<file path="src/rtl/morra_pkg.sv">
// Shared definitions for the Morra Cinese scoreboard.
// Contents:
//   - MANCHE/PARTITA result codes.
//   - Scoreboard FSM state type.
//   - Width of the per-game round counters.
//   - Saturating increment helper used by every counter.
package morra_pkg;

    localparam logic [1:0] M_NONE = 2'b00;
    localparam logic [1:0] M_P1   = 2'b01;
    localparam logic [1:0] M_P2   = 2'b10;
    localparam logic [1:0] M_PARI = 2'b11;

    localparam int unsigned W_CNT = 5;

    typedef enum logic [1:0] {
        ATTESA,
        GIOCO,
        CHIUSA
    } stato_t;

    // Callers widen the operand to 32 bits and cast the result back to the counter width.
    function automatic logic [31:0] sat_inc(input logic [31:0] val, input logic [31:0] max);
        return (val >= max) ? val : val + 32'd1;
    endfunction

endpackage

</file>
<file path="src/rtl/morra_storico.sv">
// History ring buffer of 2-bit round codes, oldest entry first.
// Ports:
//   clk_i, rst_i        clock, synchronous active-high reset
//   clr_i               empty the buffer (contents are not scrubbed)
//   push_i, push_data_i append an entry; when full, the oldest entry is overwritten
//   pop_i               remove the oldest entry into rd_data_o (ignored when empty)
//   rd_data_o           last popped entry, held until the next successful pop
//   rd_valid_o          rd_data_o was updated at the last clock edge
//   vuoto_o, pieno_o    buffer empty / full
module morra_storico #(
    parameter int unsigned DEPTH = 8
) (
    input  logic       clk_i,
    input  logic       rst_i,
    input  logic       clr_i,
    input  logic       push_i,
    input  logic [1:0] push_data_i,
    input  logic       pop_i,
    output logic [1:0] rd_data_o,
    output logic       rd_valid_o,
    output logic       vuoto_o,
    output logic       pieno_o
);

    localparam int unsigned PW = (DEPTH > 1) ? $clog2(DEPTH) : 1;
    localparam int unsigned CW = $clog2(DEPTH) + 1;

    localparam logic [PW-1:0] PTR_ONE   = PW'(1);
    localparam logic [CW-1:0] CNT_ONE   = CW'(1);
    localparam logic [CW-1:0] CNT_PIENO = CW'(DEPTH);

    logic [1:0]    mem_q [DEPTH];
    logic [PW-1:0] wr_ptr_q, wr_ptr_d;
    logic [PW-1:0] rd_ptr_q, rd_ptr_d;
    logic [CW-1:0] cnt_q, cnt_d;
    logic [1:0]    rd_data_q, rd_data_d;
    logic          rd_valid_q, rd_valid_d;
    logic          we;
    logic          pop_ok;
    logic          full;

    assign pop_ok = pop_i && (cnt_q != '0);
    assign full   = (cnt_q == CNT_PIENO);

    always_comb begin
        wr_ptr_d   = wr_ptr_q;
        rd_ptr_d   = rd_ptr_q;
        cnt_d      = cnt_q;
        rd_data_d  = rd_data_q;
        rd_valid_d = 1'b0;
        we         = 1'b0;

        if (clr_i) begin
            wr_ptr_d = '0;
            rd_ptr_d = '0;
            cnt_d    = '0;
        end else begin
            if (pop_ok) begin
                // Read uses the pre-edge contents, so a same-cycle push into this slot is safe.
                rd_data_d  = mem_q[rd_ptr_q];
                rd_valid_d = 1'b1;
                rd_ptr_d   = rd_ptr_q + PTR_ONE;
            end
            if (push_i) begin
                we       = 1'b1;
                wr_ptr_d = wr_ptr_q + PTR_ONE;
                if (!pop_ok) begin
                    if (full) begin
                        // Overwrite: the oldest entry is dropped, so the read side moves too.
                        rd_ptr_d = rd_ptr_q + PTR_ONE;
                    end else begin
                        cnt_d = cnt_q + CNT_ONE;
                    end
                end
            end else if (pop_ok) begin
                cnt_d = cnt_q - CNT_ONE;
            end
        end
    end

    always_ff @(posedge clk_i) begin
        if (rst_i) begin
            wr_ptr_q   <= '0;
            rd_ptr_q   <= '0;
            cnt_q      <= '0;
            rd_data_q  <= '0;
            rd_valid_q <= 1'b0;
        end else begin
            wr_ptr_q   <= wr_ptr_d;
            rd_ptr_q   <= rd_ptr_d;
            cnt_q      <= cnt_d;
            rd_data_q  <= rd_data_d;
            rd_valid_q <= rd_valid_d;
        end
    end

    // Storage needs no reset: occupancy gates every read.
    always_ff @(posedge clk_i) begin
        if (we) begin
            mem_q[wr_ptr_q] <= push_data_i;
        end
    end

    assign rd_data_o  = rd_data_q;
    assign rd_valid_o = rd_valid_q;
    assign vuoto_o    = (cnt_q == '0);
    assign pieno_o    = full;

endmodule

</file>
<file path="src/rtl/morra_tabellone.sv">
// Scoreboard for the Morra Cinese game FSM.
// Samples MANCHE/PARTITA each cycle. Keeps:
//   - per-game round tallies
//   - lifetime game totals
//   - the result of the last finished game
//   - a history of recent rounds
// Ports:
//   clk, rst       clock, synchronous active-high reset
//   INIZIO         start a new game (clears per-game state, keeps lifetime totals)
//   MANCHE         round code (00 none, 01 P1, 10 P2, 11 draw)
//   PARTITA        game-end code, same encoding, 00 = game continues
//   RD_EN          pop the oldest history entry
//   VITTORIE_1/2   rounds won by P1/P2 in the current game (saturating)
//   PAREGGI        drawn rounds in the current game
//   N_MANCHE       valid rounds in the current game
//   VANTAGGIO      signed VITTORIE_1 - VITTORIE_2
//   PARTITE_*      lifetime games won by P1, P2 or drawn (saturating)
//   RISULTATO      PARTITA code of the last finished game
//   FINE           one-cycle pulse when a game ends
//   ERRORE         sticky flag: game end reported without a valid round
//   RD_DATA        last popped history entry
//   RD_VALID       RD_DATA updated this cycle
//   VUOTO, PIENO   history empty / full
module morra_tabellone
    import morra_pkg::*;
#(
    parameter int unsigned DEPTH  = 8,
    parameter int unsigned W_PART = 8
) (
    input  logic              clk,
    input  logic              rst,
    input  logic              INIZIO,
    input  logic [1:0]        MANCHE,
    input  logic [1:0]        PARTITA,
    input  logic              RD_EN,
    output logic [4:0]        VITTORIE_1,
    output logic [4:0]        VITTORIE_2,
    output logic [4:0]        PAREGGI,
    output logic [4:0]        N_MANCHE,
    output logic [5:0]        VANTAGGIO,
    output logic [W_PART-1:0] PARTITE_1,
    output logic [W_PART-1:0] PARTITE_2,
    output logic [W_PART-1:0] PARTITE_PARI,
    output logic [1:0]        RISULTATO,
    output logic              FINE,
    output logic              ERRORE,
    output logic [1:0]        RD_DATA,
    output logic              RD_VALID,
    output logic              VUOTO,
    output logic              PIENO
);

    localparam logic [31:0] CNT_MAX  = (32'd1 << W_CNT) - 32'd1;
    localparam logic [31:0] PART_MAX = (32'd1 << W_PART) - 32'd1;

    stato_t            stato_q, stato_d;
    logic [4:0]        v1_q, v1_d;
    logic [4:0]        v2_q, v2_d;
    logic [4:0]        pari_q, pari_d;
    logic [4:0]        n_manche_q, n_manche_d;
    logic [5:0]        vant_q, vant_d;
    logic [W_PART-1:0] partite_1_q, partite_1_d;
    logic [W_PART-1:0] partite_2_q, partite_2_d;
    logic [W_PART-1:0] partite_pari_q, partite_pari_d;
    logic [1:0]        risultato_q, risultato_d;
    logic              fine_q, fine_d;
    logic              errore_q, errore_d;
    logic              push;
    logic              pop;
    logic              clr;

    always_comb begin
        stato_d        = stato_q;
        v1_d           = v1_q;
        v2_d           = v2_q;
        pari_d         = pari_q;
        n_manche_d     = n_manche_q;
        partite_1_d    = partite_1_q;
        partite_2_d    = partite_2_q;
        partite_pari_d = partite_pari_q;
        risultato_d    = risultato_q;
        fine_d         = 1'b0;
        errore_d       = errore_q;
        push           = 1'b0;
        clr            = 1'b0;

        if (INIZIO) begin
            v1_d        = '0;
            v2_d        = '0;
            pari_d      = '0;
            n_manche_d  = '0;
            risultato_d = M_NONE;
            errore_d    = 1'b0;
            clr         = 1'b1;
            stato_d     = GIOCO;
        end else begin
            case (stato_q)
                GIOCO: begin
                    if (MANCHE != M_NONE) begin
                        push       = 1'b1;
                        n_manche_d = 5'(sat_inc(32'(n_manche_q), CNT_MAX));
                        case (MANCHE)
                            M_P1:    v1_d   = 5'(sat_inc(32'(v1_q), CNT_MAX));
                            M_P2:    v2_d   = 5'(sat_inc(32'(v2_q), CNT_MAX));
                            default: pari_d = 5'(sat_inc(32'(pari_q), CNT_MAX));
                        endcase
                        if (PARTITA != M_NONE) begin
                            case (PARTITA)
                                M_P1:    partite_1_d = W_PART'(sat_inc(32'(partite_1_q), PART_MAX));
                                M_P2:    partite_2_d = W_PART'(sat_inc(32'(partite_2_q), PART_MAX));
                                default: partite_pari_d =
                                             W_PART'(sat_inc(32'(partite_pari_q), PART_MAX));
                            endcase
                            risultato_d = PARTITA;
                            fine_d      = 1'b1;
                            stato_d     = CHIUSA;
                        end
                    end else if (PARTITA != M_NONE) begin
                        // A game cannot end without its deciding round: flag it and carry on.
                        errore_d = 1'b1;
                    end
                end
                default: ; // ATTESA and CHIUSA ignore the game FSM
            endcase
        end

        // Both operands are already saturated, so the difference always fits in 6 bits.
        vant_d = {1'b0, v1_d} - {1'b0, v2_d};
    end

    assign pop = RD_EN && !INIZIO;

    always_ff @(posedge clk) begin
        if (rst) begin
            stato_q        <= ATTESA;
            v1_q           <= '0;
            v2_q           <= '0;
            pari_q         <= '0;
            n_manche_q     <= '0;
            vant_q         <= '0;
            partite_1_q    <= '0;
            partite_2_q    <= '0;
            partite_pari_q <= '0;
            risultato_q    <= M_NONE;
            fine_q         <= 1'b0;
            errore_q       <= 1'b0;
        end else begin
            stato_q        <= stato_d;
            v1_q           <= v1_d;
            v2_q           <= v2_d;
            pari_q         <= pari_d;
            n_manche_q     <= n_manche_d;
            vant_q         <= vant_d;
            partite_1_q    <= partite_1_d;
            partite_2_q    <= partite_2_d;
            partite_pari_q <= partite_pari_d;
            risultato_q    <= risultato_d;
            fine_q         <= fine_d;
            errore_q       <= errore_d;
        end
    end

    morra_storico #(
        .DEPTH(DEPTH)
    ) u_storico (
        .clk_i      (clk),
        .rst_i      (rst),
        .clr_i      (clr),
        .push_i     (push),
        .push_data_i(MANCHE),
        .pop_i      (pop),
        .rd_data_o  (RD_DATA),
        .rd_valid_o (RD_VALID),
        .vuoto_o    (VUOTO),
        .pieno_o    (PIENO)
    );

    assign VITTORIE_1   = v1_q;
    assign VITTORIE_2   = v2_q;
    assign PAREGGI      = pari_q;
    assign N_MANCHE     = n_manche_q;
    assign VANTAGGIO    = vant_q;
    assign PARTITE_1    = partite_1_q;
    assign PARTITE_2    = partite_2_q;
    assign PARTITE_PARI = partite_pari_q;
    assign RISULTATO    = risultato_q;
    assign FINE         = fine_q;
    assign ERRORE       = errore_q;

endmodule

</file>
<file path="config.mk">
export PLATFORM = sky130hd
export DESIGN_NAME = morra_tabellone
export DESIGN_NICKNAME = d
export VERILOG_FILES = /design/src/rtl/morra_pkg.sv /design/src/rtl/morra_storico.sv /design/src/rtl/morra_tabellone.sv
export SDC_FILE = /design/constraint.sdc
export NUM_CORES = 1
export LEC_CHECK = 0
export ABC_AREA = 1
export CAP_MARGIN = 20
export CELL_PAD_IN_SITES_DETAIL_PLACEMENT = 1
export CELL_PAD_IN_SITES_GLOBAL_PLACEMENT = 1
export CORE_ASPECT_RATIO = 0.8
export CORE_MARGIN = 4
export CORE_UTILIZATION = 40
export CTS_CLUSTER_SIZE = 10
export DETAILED_ROUTE_END_ITERATION = 8
export PLACE_DENSITY_LB_ADDON = 0.1
export SLEW_MARGIN = 5
export SYNTH_ARGS = -nofsm -noshare
export SYNTH_HDL_FRONTEND = slang
export SYNTH_SLANG_ARGS = --single-unit
</file>
<file path="constraint.sdc">
create_clock -name clk -period 2.7 [get_ports clk]
set_input_delay 0.27 -clock clk [delete_from_list [all_inputs] [get_ports clk]]
set_output_delay 0.27 -clock clk [all_outputs]
set_load 0.005 [all_outputs]
</file>
=== Word-level counts from Yosys, hierarchy flattened ===
Memory sizes are Yosys's and may differ from the RTL's. A register that Yosys moved wholly into a read port is not among the register bits.
Index checks and enable logic that the tools add are counted.

* Equal/unequal tests: 8
* Reductions and logical operators: 26
* Bitwise gates (word level): 11
* Order comparisons: 7
* Add/subtract/negate cells: 12
* Multiplexer cells: 32

{| class="wikitable"
|+ Operator list
! operator !! number
|-
| $mux W5 || 10
|-
| $add A8 B1 Y8 const B || 3
|-
| $ge A8 B8 Y1 const B || 3
|-
| $add A5 B1 Y5 const B || 4
|-
| $ge A5 B5 Y1 const B || 4
|-
| $reduce_and A6 Y1 || 3
|-
| $mux W4 || 4
|-
| $reduce_and A3 Y1 || 5
|-
| $mux W1 || 14
|-
| $mux W3 || 4
|-
| $reduce_bool A2 Y1 || 6
|-
| $not A1 Y1 || 11
|-
| $reduce_or A2 Y1 || 4
|-
| $add A3 B1 Y3 const B || 2
|-
| $eq A2 B1 Y1 const B || 3
|-
| $sub A5 B5 Y6 || 1
|-
| $add A4 B1 Y4 const B || 1
|-
| $eq A2 B2 Y1 const B || 2
|-
| $eq A4 B4 Y1 const B || 1
|-
| $logic_not A4 Y1 || 1
|-
| $reduce_and A4 Y1 || 1
|-
| $reduce_bool A4 Y1 || 1
|-
| $reduce_or A4 Y1 || 1
|-
| $sub A4 B1 Y4 const B || 1
|-
| 5 further kinds || 6
|}

* Output and inout bits: 59
* Memories kept: 1
* Bits in writable memories: 16
* Input bits: 8
* Register bits after elaboration: 67
* Logic and storage cells: 114

{| class="wikitable"
|+ Memories
! name !! depth !! width !! read ports !! clocked after memory_dff !! wr ports !! RTL line !! text
|-
| u_storico.mem_q || 8 || 2 || 1 || 1 || 1 || morra_storico.sv:32 || <nowiki>logic [1:0] mem_q [DEPTH];</nowiki>
|}

=== Longest topological paths before layout ===
* Word-level depth: 8
* Gate-level depth with buffers: 19
* Gate-level depth less buffers: 19

=== Cells and area by module ===
From an unflattened synthesis, not the netlist that was laid out.

* Cell total of the unflattened synthesis: 584
* Area, all modules: 4,465.5 µm²

{| class="wikitable"
|+ Modules (own cells, without submodules)
! module !! instances !! cells each !! area an instance (µm²)
|-
| morra_tabellone || 1 || 411 || 3,030.4
|-
| morra_storico || 1 || 173 || 1,435.1
|}

=== Least setup slack after synthesis ===
No wires, ideal clock.

* Path type: register to register
* From: register v2_q[0] (netlist: VITTORIE_2[0])
* To: register vant_q[3] (netlist: VANTAGGIO[3])
* Buffers on the path: 0
* Arrival: 2.403 ns
* Clock period less this slack: 2.516 ns
* Stages on the path, launching flop included: 18
* Path slack: 0.184 ns
* Cells stage by stage: dfxtp_1 -> ha_1 -> inv_1 -> nor3_1 -> ha_1 -> inv_1 -> nand2_1 -> nor2_1 -> o21ai_1 -> nor2_1 -> xor2_1 -> or2_2 -> ha_1 -> a21oi_1 -> and2_0 -> inv_1 -> nor2_1 -> nor2_1

* Cells in the longest elaborated chain, start to end: 7

{| class="wikitable"
|+ Ends and longest elaborated chain
! what !! RTL line !! text
|-
| start, declared || morra_tabellone.sv:58 || <nowiki>logic [4:0] v2_q, v2_d;</nowiki>
|-
| start signal, assigned || morra_tabellone.sv:150 || <nowiki>v2_q <= v2_d;</nowiki>
|-
| $add A5 B1 Y5 / $ge A5 B5 Y1 (equally long branches) || morra_pkg.sv:24 || <nowiki>return (val >= max) ? val : val + 32'd1;</nowiki>
|-
| $mux W5 || morra_pkg.sv:24 ||
|-
| $mux W5 || morra_tabellone.sv:102 || <nowiki>case (MANCHE)</nowiki>
|-
| $mux W5 || morra_tabellone.sv:99 || <nowiki>if (MANCHE != M_NONE) begin</nowiki>
|-
| $mux W5 * || morra_tabellone.sv:97 || <nowiki>case (stato_q)</nowiki>
|-
| $mux W5 * || morra_tabellone.sv:87 || <nowiki>if (INIZIO) begin</nowiki>
|-
| $sub A5 B5 Y6 * || morra_tabellone.sv:128 || <nowiki>vant_d = {1'b0, v1_d} - {1'b0, v2_d};</nowiki>
|-
| end signal, assigned || morra_tabellone.sv:153 || <nowiki>vant_q <= vant_d;</nowiki>
|-
| end, declared || morra_tabellone.sv:61 || <nowiki>logic [5:0] vant_q, vant_d;</nowiki>
|}

Mark *: on every way between the ends. The rest lies on a longest branch, timed or not.
A chain may end at the register's enable or synchronous reset.

=== Worst setup path after layout ===
* From: register v2_q[0] (netlist: VITTORIE_2[0])
* To: register vant_q[5] (netlist: VANTAGGIO[5])

The elaborated chain is that of the path after synthesis.

==> flow_metrics.env <==
export IMPL_cp_top_family="adder cells"
export IMPL_global_route_usage_over_all_layers_pct=20.71
export IMPL_yosysMostFrequentCell="sky130_fd_sc_hd__nor2_1"
export IMPL_drt_first_pass_iters=4
export IMPL_core_rowCount=33
export IMPL_static_leakage_nw=2.326
export IMPL_worstPathCellList="ha_1 > inv_2 > nor3_2 > ha_2 > inv_1 > nand2_2 > nor2_4 > o21ai_2 > inv_2 > buf_4 > buf_4 > nor2_1 > nor2_1 > o21ai_0 > ha_1 > inv_1 > o21ai_0 > inv_1 > nand2_1 > inv_1"
export IMPL_die_w_um=124.2
export IMPL_detailed_place_area_sq_mm=0.005393
export IMPL_core_area_sq_mm=0.01041
export IMPL_fin_worst_skew_ps=6.021
export IMPL_timing_final_hold_violations=0
export IMPL_initial_utilization_pct=41.55
export IMPL_peakVddDrop_v=0.0002854
export IMPL_worstPathMaxFanout=4
export IMPL_post_synth_instance_area_sq_mm=0.004323
export IMPL_post_synth_cell_area_avg_sq_um=7.903
export IMPL_top_reg_cell_synth="sky130_fd_sc_hd__dfxtp_1"
export IMPL_n_fill_cell=1275
export IMPL_async_reset_ff_share_pct=0
export IMPL_detailroute_via_count=4023
export IMPL_commonest_cells_in_the_synthesized_netlist="sky130_fd_sc_hd__nor2_1 (85), sky130_fd_sc_hd__nand2_1 (82), sky130_fd_sc_hd__inv_1 (77)"
export IMPL_overall_power_mw=2.839
export IMPL_area_overhead_vs_synth_pct=34.62
export IMPL_avgViaCountPerCell=5.022
export IMPL_maxCapViolations=0
export IMPL_clkTransAtPathRegs_ps=60
export IMPL_cts_num_sinks=85
export IMPL_layout_cell_area_non_filler_sq_mm=0.005819
export IMPL_synth_ff_latch_count=85
export IMPL_dieArea_sq_mm=0.01254
export IMPL_min_period_over_period_pct=94.57
export IMPL_crit_top_cell="sky130_fd_sc_hd__inv_1"
export IMPL_finalWorstPathRequiredPeriod_ps=2553
export IMPL_die_height_um=101.0
export IMPL_final_setup_viol_count=0
export IMPL_numPortBuffers=66
export IMPL_final_net_count=692
export IMPL_synthCells=547
export IMPL_maxSlewViolCount=0
export IMPL_tightest_slew_ps=566.0
export IMPL_worst_setup_path_type="reg2reg"
export IMPL_timing_hold_worst_class="in2reg"
export IMPL_ys_top_cells_by_area="sky130_fd_sc_hd__dfxtp_1 (32%), sky130_fd_sc_hd__edfxtp_1 (11%), sky130_fd_sc_hd__ha_1 (7.5%), sky130_fd_sc_hd__nor2_1 (7.4%), sky130_fd_sc_hd__nand2_1 (7.1%)"
export IMPL_critical_path_slowest_cell="sky130_fd_sc_hd__dfxtp_2"
export IMPL_routabilityCongestion=0.8262
export IMPL_routed_wl_mm=12.96
export IMPL_cts_hold_fix_buffers=0
export IMPL_max_clock_path_buffers=2
export IMPL_grt_pass1_wl_mm=20.99
export IMPL_grt_start_max_net_pins=25
export IMPL_tightest_slew_margin_relative_to_the_limit_pct=62.22
export IMPL_synth_nets=583
export IMPL_cts_tree="yes"
export IMPL_grt_pass1_vias=4252
export IMPL_synthDistinctLibCells=41
export IMPL_io_pin_count=67
export IMPL_maxClockFrequency_mhz=391.7
export IMPL_grt_antenna_before_repair=0
export IMPL_overflow_left_after_global_routing=0
export IMPL_critical_path_n_buffers_inverters=8
export IMPL_worst_setup_path_start_kind="register"
export IMPL_first_iter_violations=154
export IMPL_data_required_time_at_the_worst_endpoint_ps=2950
export IMPL_sort_of_element_at_the_end_of_the_critical_path="register"
export IMPL_drc=0
export IMPL_critical_path_arrival_ps=2800
export IMPL_synth_top_cell_area_share_pct=31.95
export IMPL_cts_inserted_buffers=9
export IMPL_synth_enable_flop_cells=16
export IMPL_htree_num_levels=3
export IMPL_synth_seq_area_share_pct=43.07
export IMPL_clock_root_buffer="sky130_fd_sc_hd__clkbuf_16"
export IMPL_post_route_cells_drive_above_1_share_pct=17.40
export IMPL_synth_yosys_warnings=0
export IMPL_hpwl_dp_mm=9.317
export IMPL_antenna_left=0
export IMPL_run_status="completed"
export IMPL_clk_insertion_delay_late_ps=350
export IMPL_wl_per_cell_um=16.18
export IMPL_synthDominantAreaCellType="sky130_fd_sc_hd__dfxtp_1"
export IMPL_num_antenna_cells=0
export IMPL_powerDensity_mw_per_mm2=487.8
export IMPL_cp_slowest_stage_delay_ps=330
## where the power goes
part	internal, mW	switching [mW]
clock network	0.718	0.544
registers	1.31	0.0164
logic	0.105	0.146
total	2.13	0.706
## through the flow
stage               std cells  util, %  hold WS, ps  worst slack [ps]  TNS, ps
floorplan                 547        -        368.9             183.9        0
finish                    801    55.93        380.5             146.7        0
global placement          781    51.83        466.8            -267.8   -855.6
CTS                       797    54.94        476.8             10.78        0
global route              801    55.93        395.0            -53.08   -100.9
detailed placement        781    51.83        467.3            -398.8    -1377
## state kept, by name, summed over array words and instances, names as in the netlist, 3 cells and up
name,flops
u_storico.mem_q,16
PARTITE_1,8
PARTITE_2,8
PARTITE_PARI,8
VANTAGGIO,6
N_MANCHE,5
PAREGGI,5
VITTORIE_1,5
VITTORIE_2,5
u_storico.cnt_q,4
u_storico.rd_ptr_q,3
u_storico.wr_ptr_q,3
## routing by layer
layer | track usage, % | part of all wire [%]
met5 | 0 | 0
met4 | 7.835 | 2.3
met3 | 4.237 | 2.2
met2 | 36.84 | 51
met1 | 24.92 | 45
## final timing paths
path	slack, ps	endpoint	cells past startpoint	start
max	150	VANTAGGIO[5]$_SDFF_PP0_	20	VITTORIE_2[0]$_SDFF_PP0_
min	380	u_storico.mem_q[3][0]$_DFFE_PP_	2	MANCHE[0]
max reg2reg	150	VANTAGGIO[5]$_SDFF_PP0_	20	VITTORIE_2[0]$_SDFF_PP0_
min reg2reg	470	u_storico.rd_data_o[1]$_SDFFE_PP0P_	2	u_storico.rd_data_o[1]$_SDFFE_PP0P_
## worst reg2reg max path: stages, from the launching register on
cell and delay [ps]:
sky130_fd_sc_hd__dfxtp_2 330, sky130_fd_sc_hd__ha_1 200, sky130_fd_sc_hd__inv_2 70, sky130_fd_sc_hd__nor3_2 40, sky130_fd_sc_hd__ha_2 160, sky130_fd_sc_hd__inv_1 90
sky130_fd_sc_hd__nand2_2 80, sky130_fd_sc_hd__nor2_4 100, sky130_fd_sc_hd__o21ai_2 80, sky130_fd_sc_hd__inv_2 70, sky130_fd_sc_hd__buf_4 110, sky130_fd_sc_hd__buf_4 90
sky130_fd_sc_hd__nor2_1 40, sky130_fd_sc_hd__nor2_1 130, sky130_fd_sc_hd__o21ai_0 160, sky130_fd_sc_hd__ha_1 320, sky130_fd_sc_hd__inv_1 70, sky130_fd_sc_hd__o21ai_0 190
sky130_fd_sc_hd__inv_1 60, sky130_fd_sc_hd__nand2_1 60, sky130_fd_sc_hd__inv_1 30
## layout by cell type (no fill, tap or decap), types with 2 or more instances in the layout
cell                              netlist  final
sky130_fd_sc_hd__a21oi_1               30     29
sky130_fd_sc_hd__a21oi_2               10     11
sky130_fd_sc_hd__buf_4                  2     43
sky130_fd_sc_hd__clkbuf_16              0      9
sky130_fd_sc_hd__clkdlybuf4s50_1        0     64
sky130_fd_sc_hd__clkinvlp_4             0      4
sky130_fd_sc_hd__dfxtp_1               69     67
sky130_fd_sc_hd__dfxtp_2                0      2
sky130_fd_sc_hd__dlymetal6s2s_1         0      2
sky130_fd_sc_hd__edfxtp_1              16     16
sky130_fd_sc_hd__ha_1                  26     21
sky130_fd_sc_hd__ha_2                   0      3
sky130_fd_sc_hd__ha_4                   0      2
sky130_fd_sc_hd__inv_1                 77     73
sky130_fd_sc_hd__inv_2                  0      4
sky130_fd_sc_hd__inv_6                  1      2
sky130_fd_sc_hd__nand2_1               82     81
sky130_fd_sc_hd__nand2_2                8      9
sky130_fd_sc_hd__nand3_1               26     26
sky130_fd_sc_hd__nand4_1                9      9
sky130_fd_sc_hd__nor2_1                85     79
sky130_fd_sc_hd__nor2_2                 2      7
sky130_fd_sc_hd__nor2_4                 1      2
sky130_fd_sc_hd__nor2_8                 2      2
sky130_fd_sc_hd__nor3_1                15     12
sky130_fd_sc_hd__nor3_2                 1      4
sky130_fd_sc_hd__nor3b_1                2      2
sky130_fd_sc_hd__o211ai_1               5      5
sky130_fd_sc_hd__o21ai_0               36     35
sky130_fd_sc_hd__o21ai_1                2      2
sky130_fd_sc_hd__o21ai_2                2      3
sky130_fd_sc_hd__xnor2_1                4      4
sky130_fd_sc_hd__xor2_1                11     11
## what timing repair did
item / in CTS / in global routing
cloned: 0 / 0
hold endpoints to repair: 0 / 0
resized for setup: 6 / 26
setup buffers: 0 / 4
endpoints found under the setup margin: 3 / 5
pin swaps: 2 / 8
## cells by family after synthesis
logic type               after synthesis  synth area share (%)
AO/OA/AOI/OAI                         90                 12.19
XOR/XNOR                              15                 3.039
adder cells (fa/ha/maj)               28                 8.452
buffers and inverters                 90                 8.336
flip-flops                            85                 43.07
AND/OR/NAND/NOR                      239                 24.92
## layout make-up
cell class                      instances  area [sq um]  area share, %
Clock buffer                            9         225.2          3.870
Clock inverter                          7         73.82          1.269
Inverter                               79         301.5          5.182
Multi-Input combinational cell        372          2191          37.65
Sequential cell                        85          1864          32.04
Tap cell                              140         175.2          3.010
Timing Repair Buffer                  109         988.4          16.99
Power figures use the tool's default switching activity.
